`src/rtl/memy_arbiter.sv`:
```
// Two-requester (convolution core / host) arbiter for the single-port memY RAM,
// with a core burst lock. Define MEMY_ARB_STATS_EN to build saturating grant counters.
module memy_arbiter #(
    parameter int DATA_WIDTH = 8,
    parameter int ADDR_WIDTH = 4
) (
    input  logic                  clk,
    input  logic                  rst,
    input  logic                  core_req_i,
    input  logic                  core_we_i,
    input  logic [ADDR_WIDTH-1:0] core_addr_i,
    input  logic [DATA_WIDTH-1:0] core_wdata_i,
    input  logic                  core_lock_i,
    input  logic                  host_req_i,
    input  logic                  host_we_i,
    input  logic [ADDR_WIDTH-1:0] host_addr_i,
    input  logic [DATA_WIDTH-1:0] host_wdata_i,
    output logic                  core_gnt_o,
    output logic                  host_gnt_o,
    output logic                  core_rvalid_o,
    output logic                  host_rvalid_o,
    output logic [DATA_WIDTH-1:0] rdata_o,
    output logic                  ram_we_o,
    output logic [ADDR_WIDTH-1:0] ram_waddr_o,
    output logic [ADDR_WIDTH-1:0] ram_raddr_o,
    output logic [DATA_WIDTH-1:0] ram_wdata_o,
    input  logic [DATA_WIDTH-1:0] ram_rdata_i,
    output logic [15:0]           core_cnt_o,
    output logic [15:0]           host_cnt_o
);

    typedef enum logic {ARB, CORE_LOCK} state_t;

    state_t                  state_reg, state_next;
    logic                    rr_ptr_reg, rr_ptr_next;
    logic                    core_gnt, host_gnt;
    logic                    sel_we;
    logic [ADDR_WIDTH-1:0]   sel_addr;
    logic [DATA_WIDTH-1:0]   sel_wdata;
    logic                    wr_gnt, rd_gnt;
    logic [ADDR_WIDTH-1:0]   waddr_reg, raddr_reg;
    logic [DATA_WIDTH-1:0]   wdata_reg;
    logic [1:0]              gnt_vec;
    logic [1:0]              rvalid_reg;

    // Grants are masked while rst is high so nothing reaches the RAM during reset.
    always_comb begin
        core_gnt    = 1'b0;
        host_gnt    = 1'b0;
        state_next  = state_reg;
        rr_ptr_next = rr_ptr_reg;
        if (!rst) begin
            case (state_reg)
                ARB: begin
                    if (core_req_i && host_req_i) begin
                        core_gnt = rr_ptr_reg;
                        host_gnt = !rr_ptr_reg;
                    end else begin
                        core_gnt = core_req_i;
                        host_gnt = host_req_i;
                    end
                    if (core_gnt && core_lock_i)
                        state_next = CORE_LOCK;
                end
                CORE_LOCK: begin
                    core_gnt = core_req_i;
                    if (!core_lock_i)
                        state_next = ARB;
                end
                default: state_next = ARB;
            endcase
            if (core_gnt)
                rr_ptr_next = 1'b0;
            else if (host_gnt)
                rr_ptr_next = 1'b1;
        end
    end

    always_ff @(posedge clk or posedge rst) begin
        if (rst) begin
            state_reg  <= ARB;
            rr_ptr_reg <= 1'b1;
        end else begin
            state_reg  <= state_next;
            rr_ptr_reg <= rr_ptr_next;
        end
    end

    always_comb begin
        sel_we    = host_we_i;
        sel_addr  = host_addr_i;
        sel_wdata = host_wdata_i;
        if (core_gnt) begin
            sel_we    = core_we_i;
            sel_addr  = core_addr_i;
            sel_wdata = core_wdata_i;
        end
    end

    assign wr_gnt  = (core_gnt || host_gnt) && sel_we;
    assign rd_gnt  = (core_gnt || host_gnt) && !sel_we;
    assign gnt_vec = {host_gnt, core_gnt};

    // Idle cycles replay the last address so the RAM port does not toggle.
    assign ram_we_o    = wr_gnt;
    assign ram_waddr_o = wr_gnt ? sel_addr  : waddr_reg;
    assign ram_wdata_o = wr_gnt ? sel_wdata : wdata_reg;
    assign ram_raddr_o = rd_gnt ? sel_addr  : raddr_reg;

    always_ff @(posedge clk or posedge rst) begin
        if (rst) begin
            waddr_reg <= '0;
            raddr_reg <= '0;
            wdata_reg <= '0;
        end else begin
            if (wr_gnt) begin
                waddr_reg <= sel_addr;
                wdata_reg <= sel_wdata;
            end
            if (rd_gnt)
                raddr_reg <= sel_addr;
        end
    end

    // Index 0 is the core, index 1 the host.
    generate
        for (genvar gi = 0; gi < 2; gi++) begin : g_rvalid
            always_ff @(posedge clk or posedge rst) begin
                if (rst)
                    rvalid_reg[gi] <= 1'b0;
                else
                    rvalid_reg[gi] <= gnt_vec[gi] && !sel_we;
            end
        end
    endgenerate

    assign core_gnt_o    = core_gnt;
    assign host_gnt_o    = host_gnt;
    assign core_rvalid_o = rvalid_reg[0];
    assign host_rvalid_o = rvalid_reg[1];
    assign rdata_o       = ram_rdata_i;

`ifdef MEMY_ARB_STATS_EN
    logic [15:0] cnt_reg [2];

    generate
        for (genvar gi = 0; gi < 2; gi++) begin : g_cnt
            always_ff @(posedge clk or posedge rst) begin
                if (rst)
                    cnt_reg[gi] <= '0;
                else if (gnt_vec[gi] && (cnt_reg[gi] != 16'hFFFF))
                    cnt_reg[gi] <= cnt_reg[gi] + 16'd1;
            end
        end
    endgenerate

    assign core_cnt_o = cnt_reg[0];
    assign host_cnt_o = cnt_reg[1];
`else
    assign core_cnt_o = 16'd0;
    assign host_cnt_o = 16'd0;
`endif

endmodule

```
`config.mk`:
```
export PLATFORM = sky130hd
export DESIGN_NAME = memy_arbiter
export DESIGN_NICKNAME = d
export VERILOG_FILES = /design/src/rtl/memy_arbiter.sv
export SDC_FILE = /design/constraint.sdc
export NUM_CORES = 1
export LEC_CHECK = 0
export BUFFER_PORTS_ARGS = -buffer_cell sky130_fd_sc_hd__buf_2
export CAP_MARGIN = 20
export CORE_MARGIN = 2
export CORE_UTILIZATION = 43
export DETAILED_ROUTE_END_ITERATION = 6
export PLACE_DENSITY = 0.91
export SETUP_SLACK_MARGIN = 0.15
export SLEW_MARGIN = 20
export SYNTH_ARGS = -nofsm -noshare
export SYNTH_HDL_FRONTEND = slang
export SYNTH_SLANG_ARGS = --single-unit
```
`constraint.sdc`:
```
create_clock -name clk -period 5.65 [get_ports clk]
set_clock_uncertainty 0.2 [all_clocks]
set_input_delay 0.2825 -clock clk [delete_from_list [all_inputs] [get_ports clk]]
set_output_delay 0.2825 -clock clk [all_outputs]
set_load 0.02 [all_outputs]
```
# Word level (Yosys, flattened, before mapping)
# Cells that the tools add are included.
classes:
  n_bitwise: 2
  mux: 21
  n_reduce_logical: 11
op_table:
  columns: ["operator", "n"]
  rows:
  - ["$mux W8", 2]
  - ["$mux W1", 14]
  - ["$mux W4", 3]
  - ["$logic_and A1 B1 Y1", 6]
  - ["$pmux W1 S2", 2]
  - ["$logic_not A1 Y1", 2]
  - ["$not A1 Y1", 2]
  - ["$reduce_and A2 Y1", 1]
  - ["$reduce_bool A2 Y1", 1]
  - ["$logic_or A1 B1 Y1", 1]
word_totals:
  output_inout_bits: 61
  ff_bits: 20

# Depth between registers and ports, before layout
# Gate-level depths: netlist of run 1.
depth:
  word_depth: 11
  depth_mapped: 5
  ltp_nobuf: 3

# Worst setup path after synthesis of run 1
# Ideal clock, no wire load.
synth_timing:
  kind: "reg2out"
  from: "register rr_ptr_reg"
  to: "output ram_waddr_o[0]"
  arrival_ns: 1.904
  stages_incl_launch_ff: 6
  n_path_buf: 2
  path_slack_ns: 3.264
  path_cell_list: "dfstp_2 clkbuf_2 nor3b_2 or2_2 buf_2 a311oi_1"
synth_via:
  elab_chain_len: 9
synth_rtl:
  columns: ["element", "line_no", "rtl"]
  rows:
  - ["start: declaration", "35", "logic rr_ptr_reg, rr_ptr_next;"]
  - ["start signal: assignment", "85", "rr_ptr_reg <= rr_ptr_next;"]
  - ["$mux W1", "55", "if (core_req_i && host_req_i) begin"]
  - ["$mux W1", "53", "case (state_reg)"]
  - ["$mux W1", "52", "if (!rst) begin"]
  - ["$pmux W1 S2", "53", null]
  - ["$mux W1 (2 in series)", "52", null]
  - ["$mux W1 or $logic_or A1 B1 Y1 (tied branches)", "93, 100", null]
  - ["$logic_and A1 B1 Y1", "100", "assign wr_gnt = (core_gnt || host_gnt) && sel_we;"]
  - ["$mux W4 (*)", null, null]
  - ["end: declaration", "24", "output logic [ADDR_WIDTH-1:0] ram_waddr_o,"]
# Mark *: on every way between the ends. The rest lies on a longest branch, timed or not. The select of a mux whose other input is x is not followed.

# Final worst setup path of run 1
layout_timing:
  from: "input rst"
  to: "output ram_waddr_o[2]"
layout_via:
  elab_chain_len: 4
layout_rtl:
  columns: ["element", "line_no", "rtl"]
  rows:
  - ["start: declaration", "8", "input logic rst,"]
  - ["$mux W1", "52", null]
  - ["$mux W1 or $logic_or A1 B1 Y1 (tied branches)", "93, 100", null]
  - ["$logic_and A1 B1 Y1", "100", null]
  - ["$mux W4 (*)", null, null]
# Mark *: on every way between the ends. The rest lies on a longest branch, timed or not.

==> out/qor.txt, run 1 <==
Clock sinks: 20
Setup Viol. Count Final: 0
Most common cell after layout, fill and taps aside: buf_2
Sequential-to-total area share from yosys stat: 36.9%
Final core utilization: 49.8%
Data required, critical path: 5.17 ns
Initial antenna violation count: 0
Routability Congestion: 0.788
Critical Path AT: 2.50 ns
Min Tclk post-route: 2.99 ns
WL/cell: 11.7 microns
Cells after Synth: 155
H-tree depth: 1
Remaining DRCs: 0
Mapped Area: 1360 sq um
Die X: 60.2 microns
Hold crit path type: input pin to register
Fmax: 0.335 GHz
Dpl ws: 3.21 ns
Pwr Density: 328 nW/um^2
CTS Buf Count: 3
MaxCap Viol Count: 0
Post-DP HPWL: 2170 microns
Synth-to-Final Area Change: 10.9%
Cell type with the highest aggregate area in the netlist: dfrtp_1
Input/output buffers: 51
VDD IR max: 145 uV
Initial Util: 44.9%
Synth warnings: 0
First-pass GRT wire length: 4140 microns
Worst-Margin Slew: 0.995 ns
Final #Nets: 235
Total wire length: 2800 microns
Total grt overflow: 0
Clock buffer depth: 2
Average footprint of a synthesized cell: 8.77 sq um
Vias per cell: 4.58
Vias in the first global route: 941
Worst Path Max Fanout: 13
Ant diodes: 0
Period utilisation layout: 52.8%
Slew Viols, Final: 0
Clk Latency, worst-skew pair: 0.31 ns
CTS tree: yes
First-pass DRT Iterations: 4
Reg clk slew, reported paths: 0.12 ns
Max FFs per register: 8
Critical Path Sink Type: output pin
Leakage power: 0.806 nW
IO Pins: 100
Iter 0 DRT Violations: 19
RSZ-0062 raised after global routing: no
Most frequent cells in the layout: 51 x buf_2, 32 x nor3_1, 32 x conb_1
Root Driver: clkbuf_4
Rel. slew slack: 33.4%
Die Ht: 60.2 microns
Fraction of layout cells with a size suffix above 1: 31.3%
Largest net degree at the start of global routing: 21
Crit Path Category: input pin to output pin
Startpoint Class: input pin
Seq cells post-synth: 20
Total die area: 3630 sq um
Worst Slack Setup Final: 2.66 ns
Core box area: 3030 sq um
Row Count: 20
TNS Setup: 0 ns
Top post-synthesis cells by area: dfrtp_1 35%, buf_4 23%, nor3_1 12%
Via count: 1094
Gr usage total: 15.3%
Total Power: 494 uW
Final Hold Fails: 0
Outcome: completed
Yosys top cell area share: 35.0%
Distinct cell type count after synthesis: 26
Setup Buffers After CTS: 0
Antenna-violating nets left: 0
worst max-delay path, stage by stage:
cell and delay [ns]:
dlygate4sd3_1 0.53, buf_2 0.15, nand3b_1 0.38, or2_2 0.52, a311oi_1 0.39, buf_2 0.24
stage by stage:
step / std cells / cell area, sq um / hold slack [ns]
finish: 239 / 1510 / 0.126
detailed placement: 233 / 1430 / 0.292
floorplan: 186 / 1480 / 0.0456
global placement: 233 / 1430 / 0.268
global route: 239 / 1510 / 0.134
CTS: 239 / 1510 / 0.120
logic make-up (layout without fill, tap and decap cells):
| logic type | Yosys count | in the layout | share of synthesized area, % |
|---|---|---|---|
| other | 1 | 32 | 0.276 |
| flip-flops | 20 | 20 | 36.9 |
| buffers and inverters | 68 | 77 | 31.4 |
| AND/OR/NAND/NOR | 44 | 44 | 18.0 |
| AO/OA/AOI/OAI | 22 | 22 | 13.4 |
path summary, 6_finish.rpt:
kind,from,to,slack (ns),cells after the start
worst max register to register,state_reg$_DFFE_PP0N_,waddr_reg[3]$_DFF_PP0_,3.51,3
max in group asynchronous,rst,core_rvalid_o$_DFF_PP0_,4.30,3
min in group asynchronous,rst,state_reg$_DFFE_PP0N_,0.47,3
worst min register to register,wdata_reg[3]$_DFF_PP0_,wdata_reg[3]$_DFF_PP0_,0.35,2
worst max-delay path,rst,ram_waddr_o[2],2.66,6
worst min-delay path,host_req_i,state_reg$_DFFE_PP0N_,0.13,3
power by group:
part	total [mW]	internal, mW	switching, mW
logic	0.187	0.0582	0.129
registers	0.191	0.178	0.0127
clock network	0.117	0.0718	0.0448
total	0.494	0.308	0.186
synthesized netlist by cell type:
cell,n
buf_6,2
o21ai_0,1
or2_2,1
nand3b_1,1
nor3b_2,1
clkbuf_1,3
conb_1,1
nor3_1,32
nor2_1,1
or2_1,2
buf_4,41
or3b_4,1
nand2b_1,1
dfstp_2,1
a21bo_2,1
a21o_1,1
buf_2,1
a311oi_1,16
dfrtp_1,19
o22a_1,1
or2_4,1
or3b_1,1
inv_1,20
clkbuf_2,1
a21oi_1,2
nand2_1,2
final cells by class:
class                      count  area (sq um)
clock inverter                 1          30.0
tap                           44          55.1
timing repair buffer          53           275
inverter                      20          75.1
multi-input combinational     98           547
clock buffer                   3          22.5
sequential                    20           502
fill                         298          1520
routing by layer:
| metal | GRT usage, % | wire [microns] |
|---|---|---|
| met5 | 0 | 0 |
| met1 | 19.1 | 1160 |
| met2 | 24.4 | 1390 |
| met3 | 6.71 | 239 |
| met4 | 3.49 | 9 |
repair_timing:
item | CTS | global route
hold buffers | 2 | 0
gates resized for setup | 0 | 0
hold endpoints to repair | 20 | 0
Note: power is estimated with default switching activity, not from simulation.
==> inputs of run 2 (changes only) <==
--- a/config.mk
+++ b/config.mk
@@ -8,9 +8,9 @@
 export BUFFER_PORTS_ARGS = -buffer_cell sky130_fd_sc_hd__buf_2
 export CAP_MARGIN = 20
 export CORE_MARGIN = 2
-export CORE_UTILIZATION = 43
+export CORE_UTILIZATION = 36
 export DETAILED_ROUTE_END_ITERATION = 6
-export PLACE_DENSITY = 0.91
+export PLACE_DENSITY = 0.82
 export SETUP_SLACK_MARGIN = 0.15
 export SLEW_MARGIN = 20
 export SYNTH_ARGS = -nofsm -noshare
==> constraint.sdc (replaced) <==
create_clock -name clk -period 2.5 [get_ports clk]
set_clock_uncertainty 0.2 [all_clocks]
set_input_delay 0.125 -clock clk [delete_from_list [all_inputs] [get_ports clk]]
set_output_delay 0.125 -clock clk [all_outputs]
set_load 0.02 [all_outputs]
==> out/qor.txt, run 2 (same netlist as run 1, synthesis figures left out) <==
Antenna-violating nets left: 0 (unchanged)
MaxCap Viol Count: 0 (unchanged)
First-pass GRT wire length: 5160 microns (+25%)
Final core utilization: 50.7% (+0.97 points)
RSZ-0062 raised after global routing: yes
Worst-path cell chain: or3b_4, or2_4, a311oi_4, buf_6
CTS Buf Count: 3 (unchanged)
Routability Congestion: 0.818 (+3.8%)
Vias in the first global route: 1043 (+11%)
Largest net degree at the start of global routing: 21 (unchanged)
Ant diodes: 0 (unchanged)
Worst reg2reg path startpoint: state_reg$_DFFE_PP0N_
Clock sinks: 20 (unchanged)
Leakage power: 0.916 nW (+14%)
Clock buffer depth: 2 (unchanged)
Die Ht: 65.4 microns (+8.7%)
Crit path max-delay family: simple AND/OR/NAND/NOR gates
Initial Util: 37.4% (-7.5 points)
Iter 0 DRT Violations: 46 (+27)
Total wire length: 3830 microns (+37%)
Crit Path Category: register to output pin
H-tree depth: 1 (unchanged)
IO Pins: 100 (unchanged)
Slowest Stage Delay on Critical Path: 0.46 ns (-0.07 ns)
Core box area: 3630 sq um (+20%)
Vias per cell: 4.93 (+7.7%)
Initial antenna violation count: 0 (unchanged)
Fmax: 0.426 GHz
Data required, critical path: 2.17 ns (-3.00 ns)
Worst Path Max Fanout: 7 (-6)
Synth-to-Final Area Change: 35.6%
Critical Path Sink Type: output pin
Reg2reg setup slack: 0.60 ns (-2.91 ns)
Post-DP HPWL: 2400 microns (+11%)
Final instance count without filler cells: 251 (+5.0%)
Period utilisation layout: 93.8%
Die X: 65.4 microns (+8.7%)
Most common cell after layout, fill and taps aside: buf_2
Reg clk slew, reported paths: 0.08 ns (-0.04 ns)
WL/cell: 15.2 microns (+30%)
Root Driver: clkbuf_8
WHS Path Cells: 4 (+1)
Total Power: 1.32 mW (+170%)
VDD IR max: 488 uV (+240%)
Most frequent cells in the layout: 36 x buf_2, 32 x nor3_1, 32 x conb_1
Fraction of layout cells with a size suffix above 1: 42.9% (+12 points)
Dpl ws: 0.257 ns (-2.96 ns)
Worst Hold Path EP: rr_ptr_reg$_DFFE_PP1P_
Post-route cell area: 1840 sq um (+22%)
CTS tree: yes
R2R Path End: wdata_reg[7]$_DFF_PP0_
Hold Slack: 0.0304 ns (-0.0954 ns)
Total grt overflow: 0 (unchanged)
Final Hold Fails: 0 (unchanged)
Pwr Density: 715 nW/um^2 (+120%)
Outcome: completed
Placed insts: 240 (+3.0%)
CP Buf/Inv Count: 1 (-2)
Hold crit path type: input pin to register
Slew Viols, Final: 0 (unchanged)
Row Count: 22 (+10%)
Worst-Margin Slew: 0.754 ns (-0.241 ns)
Worst Slack Setup Final: 0.154 ns (-2.51 ns)
Reg2Reg Depth: 3 (unchanged)
Rel. slew slack: 49.7% (+16 points)
TNS Setup: 0 ns (unchanged)
Min Tclk post-route: 2.35 ns
Total die area: 4280 sq um (+18%)
Remaining DRCs: 0 (unchanged)
Via count: 1237 (+13%)
Slowest CP cell: or3b_4
Input/output buffers: 51 (unchanged)
HP Start: core_req_i
Clk Latency, worst-skew pair: 0.27 ns (-0.04 ns)
Placement Cell Area: 1460 sq um (+1.9%)
Gr usage total: 16.0% (+0.65 points)
Startpoint Class: register
Final #Nets: 243 (+3.4%)
Max FFs per register: 8 (unchanged)
First-pass DRT Iterations: 4 (unchanged)
Setup Viol. Count Final: 0 (unchanged)
Critical Path AT: 2.02 ns (-0.48 ns)
run 2: tightest hold or removal path, cell delays in order:
cell	delay, ns
buf_2	0.12
nand2b_1	0.10
nand2_1	0.07
o21ai_0	0.07
run 2: worst max path at each step:
stage / from / end / slack, ns / cells after the start
finish: state_reg$_DFFE_PP0N_ / ram_wdata_o[7] / 0.15 / 4
global route: state_reg$_DFFE_PP0N_ / ram_wdata_o[7] / 0.11 / 4
CTS: state_reg$_DFFE_PP0N_ / ram_raddr_o[0] / 0.14 / 4
detailed placement: state_reg$_DFFE_PP0N_ / ram_waddr_o[1] / 0.26 / 4
global placement: state_reg$_DFFE_PP0N_ / ram_waddr_o[1] / 0.31 / 4
floorplan: rr_ptr_reg$_DFFE_PP1P_ / waddr_reg[0]$_DFF_PP0_ / 0.20 / 5
run 2: repair_timing:
action / CTS / global route
resized for setup: 12 / 39
gates cloned: 1 / 2
hold buffers: 2 / 0
endpoints found under the hold margin: 20 / 0
endpoints found under the setup margin: 16 / 16
pin swaps: 2 / 10
buffers inserted: 0 / 2
run 2: layout make-up:
type                            count  area (sq um)
Clock buffer                        4          55.1
Multi-Input combinational cell    101           771
Tap cell                           48          60.1
Timing Repair Buffer               58           380
Fill cell                         346          1790
Inverter                           20          75.1
Sequential cell                    20           502
run 2: layer usage:
layer / GRT usage (%) / up-vias / part of all wire [%]
met5: 0 / - / 0
met4: 3.65 / 0 / 0.84
met3: 4.28 / 7 / 7.3
met2: 26.3 / 70 / 52
met1: 21.0 / 596 / 40
li1: - / 564 / -
run 2: power breakdown:
group / leakage [nW] / internal (mW) / switching, mW
Combinational: 0.663 / 0.271 / 0.359
Clock: 0.0288 / 0.140 / 0.111
Sequential: 0.224 / 0.404 / 0.0308
Total: 0.916 / 0.816 / 0.501
